--- config.mk ---
export PLATFORM = sky130hd
export DESIGN_NAME = seed_capture_ctrl
export DESIGN_NICKNAME = d
export VERILOG_FILES = /design/src/rtl/seed_pkg.sv /design/src/rtl/btn_sync_edge.sv /design/src/rtl/seed_capture_ctrl.sv
export SDC_FILE = /design/constraint.sdc
export NUM_CORES = 1
export LEC_CHECK = 0
export BUFFER_PORTS_ARGS = -buffer_cell sky130_fd_sc_hd__clkbuf_2
export CORE_MARGIN = 2
export CORE_UTILIZATION = 40
export DETAILED_ROUTE_END_ITERATION = 10
export PLACE_DENSITY = 0.73
export REMOVE_ABC_BUFFERS = 1
export SYNTH_ARGS = -nofsm -noshare
export SYNTH_HDL_FRONTEND = slang
export SYNTH_HIERARCHICAL = 1
export SYNTH_SLANG_ARGS = --single-unit
export TNS_END_PERCENT = 50
--- constraint.sdc ---
create_clock -name clk -period 6.2 [get_ports clk]
set_input_delay 0.31 -clock clk [delete_from_list [all_inputs] [get_ports clk]]
set_output_delay 0.31 -clock clk [all_outputs]
set_load 0.01 [all_outputs]
--- src/rtl/seed_pkg.sv ---
// Shared types and constants for the seed capture path that sits behind the 64-bit LFSR.
package seed_pkg;
  typedef enum logic [1:0] {IDLE, MIX, CHECK, PRESENT} cap_state_t;

  localparam int SEED_W = 64;
  localparam logic [SEED_W-1:0] DEFAULT_SEED = 64'hACE1_2468_1357_BDF0;
endpackage

--- src/rtl/btn_sync_edge.sv ---
// Synchronizes the raw randomize button and emits a one-cycle pulse per rising edge.
module btn_sync_edge #(
  parameter int SYNC_STAGES = 2
) (
  input  logic clk,
  input  logic reset,
  input  logic btn_raw,
  output logic btn_edge
);

  logic [SYNC_STAGES-1:0] sync_q;
  logic                   prev_q;

  always_ff @(posedge clk or posedge reset) begin
    if (reset) begin
      sync_q <= '0;
      prev_q <= 1'b0;
    end else begin
      sync_q <= {sync_q[SYNC_STAGES-2:0], btn_raw};
      prev_q <= sync_q[SYNC_STAGES-1];
    end
  end

  assign btn_edge = sync_q[SYNC_STAGES-1] & ~prev_q;

endmodule

--- src/rtl/seed_capture_ctrl.sv ---
// Paces the LFSR, snapshots a seed on a button press, rejects all-zero seeds
// and hands the accepted seed to the loader over valid/ready.
module seed_capture_ctrl
  import seed_pkg::*;
#(
  parameter int WIDTH       = SEED_W,
  parameter int MIX_CYCLES  = 16,
  parameter int MAX_RETRY   = 3,
  parameter int SYNC_STAGES = 2
) (
  input  logic             clk,
  input  logic             reset,
  input  logic [WIDTH-1:0] shift_seed,
  input  logic             btn_raw,
  output logic             lfsr_en,
  output logic [WIDTH-1:0] seed_out,
  output logic             seed_valid,
  input  logic             seed_ready,
  output logic             busy,
  output logic [7:0]       zero_rejects
);

  localparam logic [7:0] CNT_LOAD  = 8'(MIX_CYCLES - 1);
  localparam logic [7:0] RETRY_MAX = 8'(MAX_RETRY);

  cap_state_t       state_q, state_d;
  logic [7:0]       cnt_q, cnt_d;
  logic [7:0]       retry_q, retry_d;
  logic [WIDTH-1:0] seed_q, seed_d;
  logic [WIDTH-1:0] out_q, out_d;
  logic             valid_q, valid_d;
  logic [7:0]       zr_q, zr_d;
  logic             btn_edge;

  btn_sync_edge #(.SYNC_STAGES(SYNC_STAGES)) u_btn (
    .clk      (clk),
    .reset    (reset),
    .btn_raw  (btn_raw),
    .btn_edge (btn_edge)
  );

  always_comb begin
    state_d = state_q;
    cnt_d   = cnt_q;
    retry_d = retry_q;
    seed_d  = seed_q;
    out_d   = out_q;
    valid_d = valid_q;
    zr_d    = zr_q;
    case (state_q)
      IDLE: begin
        if (btn_edge) begin
          state_d = MIX;
          cnt_d   = CNT_LOAD;
          retry_d = '0;
        end
      end
      MIX: begin
        if (cnt_q == 8'd0) begin
          seed_d  = shift_seed;
          state_d = CHECK;
        end else begin
          cnt_d = cnt_q - 8'd1;
        end
      end
      CHECK: begin
        if (seed_q != '0) begin
          out_d   = seed_q;
          valid_d = 1'b1;
          state_d = PRESENT;
        end else begin
          zr_d = (zr_q == 8'hFF) ? zr_q : zr_q + 8'd1;
          if (retry_q < RETRY_MAX) begin
            retry_d = retry_q + 8'd1;
            cnt_d   = CNT_LOAD;
            state_d = MIX;
          end else begin
            // Out of retries: deliver a known-good seed rather than stall the loader.
            seed_d  = WIDTH'(DEFAULT_SEED);
            out_d   = WIDTH'(DEFAULT_SEED);
            valid_d = 1'b1;
            state_d = PRESENT;
          end
        end
      end
      PRESENT: begin
        if (seed_ready) begin
          valid_d = 1'b0;
          state_d = IDLE;
        end
      end
      default: state_d = IDLE;
    endcase
  end

  always_ff @(posedge clk or posedge reset) begin
    if (reset) begin
      state_q <= IDLE;
      cnt_q   <= '0;
      retry_q <= '0;
      seed_q  <= '0;
      out_q   <= '0;
      valid_q <= 1'b0;
      zr_q    <= '0;
    end else begin
      state_q <= state_d;
      cnt_q   <= cnt_d;
      retry_q <= retry_d;
      seed_q  <= seed_d;
      out_q   <= out_d;
      valid_q <= valid_d;
      zr_q    <= zr_d;
    end
  end

  // Gated by reset so the LFSR is held while the block is in reset.
  assign lfsr_en      = ~reset & ((state_q == IDLE) || (state_q == MIX));
  assign busy         = (state_q != IDLE);
  assign seed_out     = out_q;
  assign seed_valid   = valid_q;
  assign zero_rejects = zr_q;

endmodule

======== Word-level counts from Yosys, hierarchy flattened ========
Cells that the tools add are included.
word-level totals
  output and inout bits ................... 75
  flip-flop bits (word level) ............. 158
  input bits .............................. 68
cells by class
  order comparisons ....................... 1
  $add $sub $neg .......................... 3
  mux-type cells .......................... 24
  bitwise operators ....................... 6
  equality and inequality tests ........... 13
  reductions and logical operators ........ 16
operators by type and width
  operator                                                    count
  two-way mux 64 bit                                          4
  one-hot mux 64 bit (2 select lines)                         1
  nonzero test 64 bit                                         1
  two-way mux 8 bit                                           7
  one-hot mux 8 bit (3 select lines)                          1
  adder 8 x 1 -> 8 bit, second input constant                 2
  inequality test 2 bit, second input constant                8
  one-hot mux 8 bit (2 select lines)                          1
  two-way mux 2 bit                                           5
  AND reduction 3 bit                                         3
  == test 8 bit, second input constant                        1
  logical NOT 8 bit                                           1
  less-than comparator 8 x 2 -> 1 bit, second input constant  1
  one-hot mux 2 bit (4 select lines)                          1
  AND reduction 4 bit                                         2
  nonzero test 2 bit                                          4
  subtractor 8 x 1 -> 8 bit, second input constant            1
  AND reduction 5 bit                                         1
  == test 2 bit, second input constant                        2
  NOT 1 bit                                                   4
  two-way mux 1 bit                                           3
  inequality test 3 bit, second input constant                1
  nonzero test 3 bit                                          1
  bitwise AND 1 bit                                           2
  other kinds (5)                                             5

======== Longest topological paths before layout ========
  word-level depth ........................ 4
  mapped depth ............................ 8
  depth with buffers taken out ............ 7

======== By module ========
Netlist, hierarchy kept.
modules (own cells, without submodules)
  module             instances  cells an instance  area each (um^2)
  seed_capture_ctrl  1          445                5995.8
  btn_sync_edge      1          5                  92.6

======== Least setup slack after synthesis ========
OpenSTA, ideal clock, no wires.
  path kind ............................... flip-flop to flip-flop
  from .................................... register seed_q[5]
  to ...................................... register cnt_q[7]
  period minus slack after synthesis ...... 1969 ps
  arrival time ............................ 1845 ps
  setup time .............................. 124 ps
  stages on the path, launching flop included .. 7
  path slack .............................. 4231 ps
  data required time ...................... 6076 ps
  path buffers ............................ 1
  cell sequence ........................... dfrtp_1 > nor4_1 > nand4_1 > nor4_2 > buf_2 > o221ai_2 > a211o_1
on the way
  cells in the longest elaborated chain, start to end .. 3
RTL lines
  what                                    line                      RTL
  from (decl)                             seed_capture_ctrl.sv:29   logic [WIDTH-1:0] seed_q, seed_d;
  from (signal assigned)                  seed_capture_ctrl.sv:101  seed_q <= '0;
  from (signal assigned)                  seed_capture_ctrl.sv:109  seed_q <= seed_d;
  nonzero test 64 bit                     seed_capture_ctrl.sv:67   if (seed_q != '0) begin
  inequality test 2 bit (no source line)  -
  AND reduction 5 bit (no source line)    -
  to (signal assigned)                    seed_capture_ctrl.sv:107  cnt_q <= cnt_d;
  to (decl)                               seed_capture_ctrl.sv:27   logic [7:0] cnt_q, cnt_d;
Every way passes these cells.
A chain may end at the register's enable or synchronous reset.

======== Worst setup path in the final report ========
  from .................................... register seed_q[5]
  to ...................................... register seed_q[61]
on the way
  cells in the longest elaborated chain, start to end .. 3
RTL lines
  what                                    line
  nonzero test 64 bit                     seed_capture_ctrl.sv:67
  inequality test 2 bit (no source line)  -
  AND reduction 4 bit (no source line)    -
Every way passes these cells.

==> reports/qor.yml <==
status: "finished, final reports clean"
cts_max_level: 4
ctsRootBufferMaster: "clkbuf_16"
drive_above_1_share: 0.323
synth-seq-cells: 158
setup_viol: 0
synth_seq_area_share: 0.649
relSlewSlack: 0.289
postCtsResizedCells: 0
cts_tree: "built"
worstMarginPinSlew_ns: 1.07
cts.sinks: 158
coreArea_mm2: 0.0150
arrival_ns: 3.43
ant_nets: 0
ys.flop_type: "dfrtp_1"
dp.cells: 760
syn_to_final_growth_pct: 25.8
antenna_found_initial: 0
yosys_warnings: 6
dp_hpwl_mm: 10.4
vias: 4602
fin_crit_sh: 0.498
grt_pass1_vias: 4628
worstPathRequired_ns: 6.55
drt_iter0_drc: 386
wire_per_inst_um: 19.5
ys_types: 45
p_leak_nw: 3.76
path_cells: "nor4_1 > nand4_1 > or4_4 > a21boi_4 > o22a_1"
finalHoldViolCount: 0
die_h_um: 127
antenna_cells: 0
synthCells: 450
cts_hold_buffers: 2
worst-setup-path-type: "reg2reg"
cts_setup_buffers: 0
clock_skew_ns: 0.0119
clk_pin_slew_ns: 0.06
final_cells: 794
dpl_cell_area_mm2: 0.00698
die_w_um: 127
dieArea_mm2: 0.0162
cap_violations: 0
grt_max_degree: 85
fmax_mhz: 324
mostFrequentLayoutCells: "dfrtp_1 (158), clkbuf_2 (142), a22o_1 (66), o22a_1 (63), nor4_1 (18)"
avgViaCountPerCell: 5.80
peakVddDrop_uv: 301
routed_wl_mm: 15.5
final_common_cell: "dfrtp_1"
port_buffers: 142
ios: 143
overflow: 0
powerDensity_mw_per_mm2: 514
syn_area_per_cell_um2: 13.5
syn-cell-area_mm2: 0.00609
start_util: 0.405
nets: 665
slowest_delay_ns: 0.78
numCtsBuffers: 17
fin_setup_tns_ns: 0
fin_area_mm2: 0.00766
cp_max_fo: 31
crit_path_start_kind: "flop"
cpMaxStageDelayCell: "a21boi_4"
slew_violations: 0
first_pass_iters: 5
drc: 0
cts_buffer_depth: 2
clock_latency_ns: 0.42
async_flop_share: 1.00
layout_min_cycle_time_ns: 3.09
grt_pass1_wl_mm: 24.9
rsz0062_at_grt: "false"
rows: 45
track_usage: 0.199
end_kind: "flop"
hold_path.class: "in2reg"
place_congestion: 0.832
synth-edff-count: 0
power by group:
part	switching (mW)	internal [mW]	leakage, nW
Sequential	0.295	1.40	2.02
Combinational	0.576	0.516	1.41
Clock	0.403	0.745	0.323
area by class of cell:
type                            count  area (um^2)
Inverter                           10         42.5
Timing Repair Buffer              152          791
Sequential cell                   158         3950
Clock inverter                     11          186
Fill cell                        1290         7370
Clock buffer                       21          470
Multi-Input combinational cell    254         1980
Tap cell                          188          235
final timing paths:
| check | startpoint | endpoint | slack (ns) | depth (start not counted) |
|---|---|---|---|---|
| min in group asynchronous | reset | u_btn/sync_q[1] | 0.35 | 3 |
| max in group asynchronous | reset | seed_out[51] | 4.08 | 4 |
| worst max-delay path | seed_q[5] | seed_q[61] | 3.11 | 5 |
| worst min register to register | u_btn/sync_q[0] | u_btn/sync_q[1] | 0.36 | 0 |
| worst max register to register | seed_q[5] | seed_q[61] | 3.11 | 5 |
| worst min-delay path | shift_seed[0] | seed_q[0] | 0.12 | 2 |
synthesized netlist by cell type, types with 2 or more instances:
cell type | number | area, um^2
a211oi_1 | 3 | 22.5
a21oi_1 | 7 | 35.0
a22o_1 | 66 | 578
a22oi_1 | 2 | 15.0
a31o_2 | 2 | 17.5
and2_1 | 3 | 18.8
and3_1 | 7 | 43.8
buf_2 | 8 | 40.0
buf_4 | 6 | 45.0
clkbuf_1 | 14 | 52.6
dfrtp_1 | 158 | 3950
ha_1 | 4 | 50.1
inv_1 | 10 | 37.5
nand2_1 | 10 | 37.5
nand2b_1 | 3 | 18.8
nand3_1 | 6 | 30.0
nand4_1 | 6 | 37.5
nor2_1 | 10 | 37.5
nor2b_1 | 4 | 25.0
nor3_1 | 6 | 30.0
nor4_1 | 18 | 113
o21ai_0 | 4 | 20.0
o21ai_1 | 2 | 10.0
o22a_1 | 63 | 552
o2bb2ai_1 | 2 | 17.5
xnor2_1 | 7 | 61.3
kinds of logic after synthesis:
| kind of cell | Yosys count | synth area share |
|---|---|---|
| AOI/OAI and AO/OA | 160 | 0.223 |
| xor gates and xnor gates | 7 | 0.0101 |
| adders and majority gates | 4 | 0.00822 |
| buffers and inverters | 38 | 0.0288 |
| DFF | 158 | 0.649 |
| muxes | 1 | 0.00185 |
| and+or+nand+nor | 82 | 0.0783 |
metal layers:
metal | wire length (um) | vias up | track usage
met5 | 0 | - | 0
met4 | 304 | 0 | 0.0821
met3 | 1100 | 22 | 0.0490
met2 | 7100 | 201 | 0.300
met1 | 6960 | 2347 | 0.277
li1 | - | 2032 | -
flip-flops by register name (all words and copies together), names as in the netlist:
name	flops
state_q	2
u_btn/sync_q	2
zero_rejects	8
seed_out	64
cnt_q	8
seed_q	64
seed_valid	1
retry_q	8
u_btn/prev_q	1
critical path, delay by kind of cell (launching register included):
kind / cells / cell delay [ns]
flip-flops: 1 / 0.40
AO/OA/AOI/OAI: 2 / 1.05
AND/OR/NAND/NOR: 3 / 1.56
per-stage QoR:
stage / power [mW] / worst slack, ns / hold WS, ns / util
after global routing: 4.15 / 2.98 / 0.105 / 0.510
after detailed placement: 2.80 / 3.12 / 0.237 / 0.465
after floorplan: 2.33 / 1.71 / 0.0636 / -
after global placement: 2.75 / 3.22 / 0.230 / 0.465
final: 3.94 / 3.11 / 0.120 / 0.510
after CTS: 3.96 / 3.11 / 0.101 / 0.510
No activity file was read; power rests on OpenSTA's default activity.
